===== config.mk =====
export PLATFORM = sky130hd
export DESIGN_NAME = opl2_host_if
export DESIGN_NICKNAME = d
export VERILOG_FILES = /design/src/rtl/opl2_host_if.sv
export SDC_FILE = /design/constraint.sdc
export NUM_CORES = 1
export LEC_CHECK = 0
export ABC_AREA = 1
export ABC_CLOCK_PERIOD_IN_PS = 2470
export CORE_ASPECT_RATIO = 0.5
export CORE_MARGIN = 2
export CORE_UTILIZATION = 30
export CTS_CLUSTER_DIAMETER = 150
export DETAILED_ROUTE_END_ITERATION = 6
export PLACE_DENSITY = 0.51
export RECOVER_POWER = 100
export SLEW_MARGIN = 20
export SYNTH_ARGS = -nofsm -noshare
export SYNTH_HDL_FRONTEND = slang
export SYNTH_SLANG_ARGS = --single-unit

===== constraint.sdc =====
create_clock -name clk -period 2.47 [get_ports clk]
set_clock_uncertainty 0.2 [all_clocks]
set_input_delay 0.247 -clock clk [delete_from_list [all_inputs] [get_ports clk]]
set_output_delay 0.247 -clock clk [all_outputs]
set_load 0.01 [all_outputs]

===== src/rtl/opl2_host_if.sv =====
// rtl/opl2_host_if.sv - OPL2 host bus to register-write bridge with status reads and busy tracking
package opl2_pkg;
    typedef struct packed {
        logic       valid;
        logic [7:0] address;
        logic [7:0] data;
    } opl2_reg_wr_t;
endpackage

module opl2_host_if
    import opl2_pkg::*;
#(
    parameter int BUSY_ADDR_CYCLES = 235,
    parameter int BUSY_DATA_CYCLES = 1643
) (
    input  logic         clk,
    input  logic         reset,
    input  logic         cs_n,
    input  logic         rd_n,
    input  logic         wr_n,
    input  logic         a0,
    input  logic [7:0]   din,
    output logic [7:0]   dout,
    input  logic         irq,
    input  logic         ft1,
    input  logic         ft2,
    output opl2_reg_wr_t opl2_reg_wr,
    output logic         busy,
    output logic         busy_err
);
    localparam int MAX_CYCLES = (BUSY_ADDR_CYCLES > BUSY_DATA_CYCLES) ? BUSY_ADDR_CYCLES
                                                                      : BUSY_DATA_CYCLES;
    localparam int CW = $clog2(MAX_CYCLES) + 1;

    logic          wr_act;
    logic          rd_act;
    logic          wr_prev;
    logic          rd_prev;
    logic          wr_edge;
    logic          rd_edge;
    logic [7:0]    addr_latch;
    logic [CW-1:0] busy_cnt;

    assign wr_act  = !cs_n && !wr_n;
    assign rd_act  = !cs_n && !rd_n;
    assign wr_edge = wr_act && !wr_prev;
    assign rd_edge = rd_act && !rd_prev;
    assign busy    = (busy_cnt != '0);

    always_ff @(posedge clk or posedge reset) begin
        if (reset) begin
            wr_prev     <= 1'b0;
            rd_prev     <= 1'b0;
            addr_latch  <= 8'h00;
            busy_cnt    <= '0;
            busy_err    <= 1'b0;
            dout        <= 8'h00;
            opl2_reg_wr <= '0;
        end else begin
            wr_prev           <= wr_act;
            rd_prev           <= rd_act;
            opl2_reg_wr.valid <= 1'b0;
            busy_err          <= 1'b0;

            // A write always wins: it reloads the window rather than extending it.
            if (wr_edge) begin
                busy_err <= busy;
                if (a0) begin
                    opl2_reg_wr.valid   <= 1'b1;
                    opl2_reg_wr.address <= addr_latch;
                    opl2_reg_wr.data    <= din;
                    busy_cnt            <= CW'(BUSY_DATA_CYCLES);
                end else begin
                    addr_latch <= din;
                    busy_cnt   <= CW'(BUSY_ADDR_CYCLES);
                end
            end else if (busy_cnt != '0) begin
                busy_cnt <= busy_cnt - 1'b1;
            end

            if (rd_edge && !wr_edge) begin
                dout <= a0 ? 8'hFF : {irq, ft1, ft2, 5'b00110};
            end
        end
    end
endmodule


==> impl_metrics.toml <==
[setup_path]
crit_start = "busy_cnt[0]"
slowest_stage = "clkdlybuf4s50_1"
worst_ep_required_time_ps = 2020
critical_path_class = "reg -> out"
crit_buf_inv = 2
crit_path_start_kind = "flop"
cp_top_family = "buffers and inverters"
cp.arrival_ps = 1870
cp-end-kind = "output port"
crit_fanout = 7
r2r_start = "wr_prev"
crit_path_cell_trace = "inv_1 > ha_1 > nand2_1 > nor2_1 > nand3_1 > clkdlybuf4s50_1"
slowest_delay_ps = 520

[global_route]
grt_first_pass_wirelength_um = 7680
grt_pass1_vias = 1676
grt_max_degree = 25
grtUsageTotal_pct = 12.5
grt_antenna_before_repair = 0
overflow = 0

[detailed_routing]
wire_per_inst_um = 11.3
drt-total-wl_um = 4310
firstDrtPassIters = 4
viasPerCell = 4.22
drtIter0Drc = 50
vias = 1607
drc = 0
ant_nets = 0

[cells_and_area]
final_common_cell = "nand2_1"
area_growth_pct = 26.9
diodes = 0
drive_above_1_share_pct = 6.23
fin_nets = 307
fin_area_um2 = 2700
final_cells = 381
final_cell_mix = "nand2_1 (76), dfrtp_1 (45), inv_1 (32)"
postLayoutCoreUtil_pct = 39.8

[yosys]
synth_compound_area_share_pct = 10.6
synthesis.area_um2 = 2130
syn_nets = 263
synth_top_family_by_area = "simple AND/OR/NAND/NOR gates"
avgSynthCellArea_um2 = 8.72
yosys_warnings = 0
synthCells = 244
ys_types = 25
synthXorXnorAreaFrac_pct = 0.412
synth-simple-area-share_pct = 25.6
synth-seq-area-share_pct = 52.9
yosys.area_share.adder_pct = 1.18
ys_seq_elements = 45
synth_mux_area_share_pct = 0

[die]
die_area_um2 = 7830
start_util_pct = 31.4
fp.dieW_um = 123
core_um2 = 6780
num_io_pins = 44
placementRows = 21
die_h_um = 63.6

[sta]
max_freq_mhz = 431
min_period_ps = 2320
tns_ps = 0
finalCritPeriodShare_pct = 94.0
setup_violations = 0
slew_violations = 0
relSlewSlack_pct = 44.5
tightest_slew_ps = 832
rsz0062_at_grt = "false"
hold_viol = 0
finalHoldWorstSlack_ps = 265

[power_and_ir_drop]
power_density_nw_per_um2 = 848
ir_drop_mv = 0.286
power.leakage_nw = 1.38

[flow_run]
maxCapViolations = 0

[cts]
clock_sinks = 45
root_buffer = "clkbuf_16"
holdBufCountCts = 0
clk_pin_slew_ps = 60
clockBufferDepth = 2
ctsResizeCount = 0
cts_buffers = 5
post_cts_buffers = 0
clk_latency_ps = 280
tritoncts = "built"
htreeDepth = 2

[hold_path]
min-delay-start = "opl2_reg_wr[15]"
min-delay-path-class = "reg -> reg"

[place]
numPortBuffers = 43
gp_congestion = 0.865
placed_cells = 373
hpwlAfterDp_um = 3110
placed_area_um2 = 2630

[run_status]
status = "finished, final reports clean"
==> path summary, 6_finish.rpt <==
check / endpoint / slack, ps / cells past startpoint
max: busy / 150 / 6
min reg2reg: opl2_reg_wr[15] / 270 / 2
max reg2reg: opl2_reg_wr[11] / 490 / 6
min: opl2_reg_wr[15] / 270 / 2
min in group asynchronous: wr_prev / 370 / 2
max in group asynchronous: busy_cnt[11] / 610 / 3
==> routing by layer <==
metal,global-route usage [%],vias up,wire length [µm]
met4,4.69,0,10
met5,0,-,0
met2,19.9,29,1960
li1,-,840,-
met1,15.8,736,2170
met3,4.17,2,178
==> final cells by class <==
type                       instances  area (µm²)
timing repair buffer              45         439
clock buffer                       6         139
fill                             725        4080
clock inverter                     2        37.5
sequential                        45        1130
inverter                          34         130
multi-input combinational        157         713
tap                               92         115
==> cell families (layout without fill, tap and decap cells) <==
family | after synthesis | count (layout)
xor+xnor | 1 | 1
fa+ha+maj | 2 | 2
buf+inv | 42 | 87
flops | 45 | 45
compound gates | 32 | 32
simple gates | 122 | 122
==> sequential cells by signal (all words and copies together), names as in the netlist <==
register / flops
busy_cnt: 12
opl2_reg_wr: 17
busy_err: 1
wr_prev: 1
dout: 5
addr_latch: 8
rd_prev: 1
==> cell usage after synthesis, drive strengths merged <==
cell | number | share of area [%]
nand4 | 1 | 0.29
a31oi | 1 | 0.29
xor2 | 1 | 0.41
nand3 | 15 | 4.0
a21oi | 4 | 1.1
buf | 8 | 3.2
ha | 2 | 1.2
o21ai | 27 | 9.2
dfrtp | 45 | 53
nor3 | 1 | 0.76
inv | 34 | 6.1
nand2 | 77 | 14
nand3b | 1 | 0.53
nor2 | 27 | 5.7
==> per-stage QoR <==
| stage | setup slack (ps) | total power, mW |
|---|---|---|
| CTS | 150 | 2.39 |
| global placement | 511 | 1.59 |
| finish | 148 | 2.29 |
| global route | 34.7 | 2.45 |
| floorplan | 958 | 1.34 |
| detailed placement | 479 | 1.59 |
==> worst register-to-register path, cell delays in order (launching register included) <==
cell and delay [ps]:
dfrtp_1 360, inv_1 50, nand2_1 370, nor2_1 300, clkbuf_1 420, nand2_1 130, nand2_1 90
==> report_power, final <==
group          total [mW]  switching [mW]  internal [mW]  leakage [nW]
clock network       0.788           0.283          0.505        0.0831
logic               0.527           0.288          0.238         0.740
registers           0.975          0.0931          0.882         0.555
Note: power is estimated with default switching activity, not from simulation.
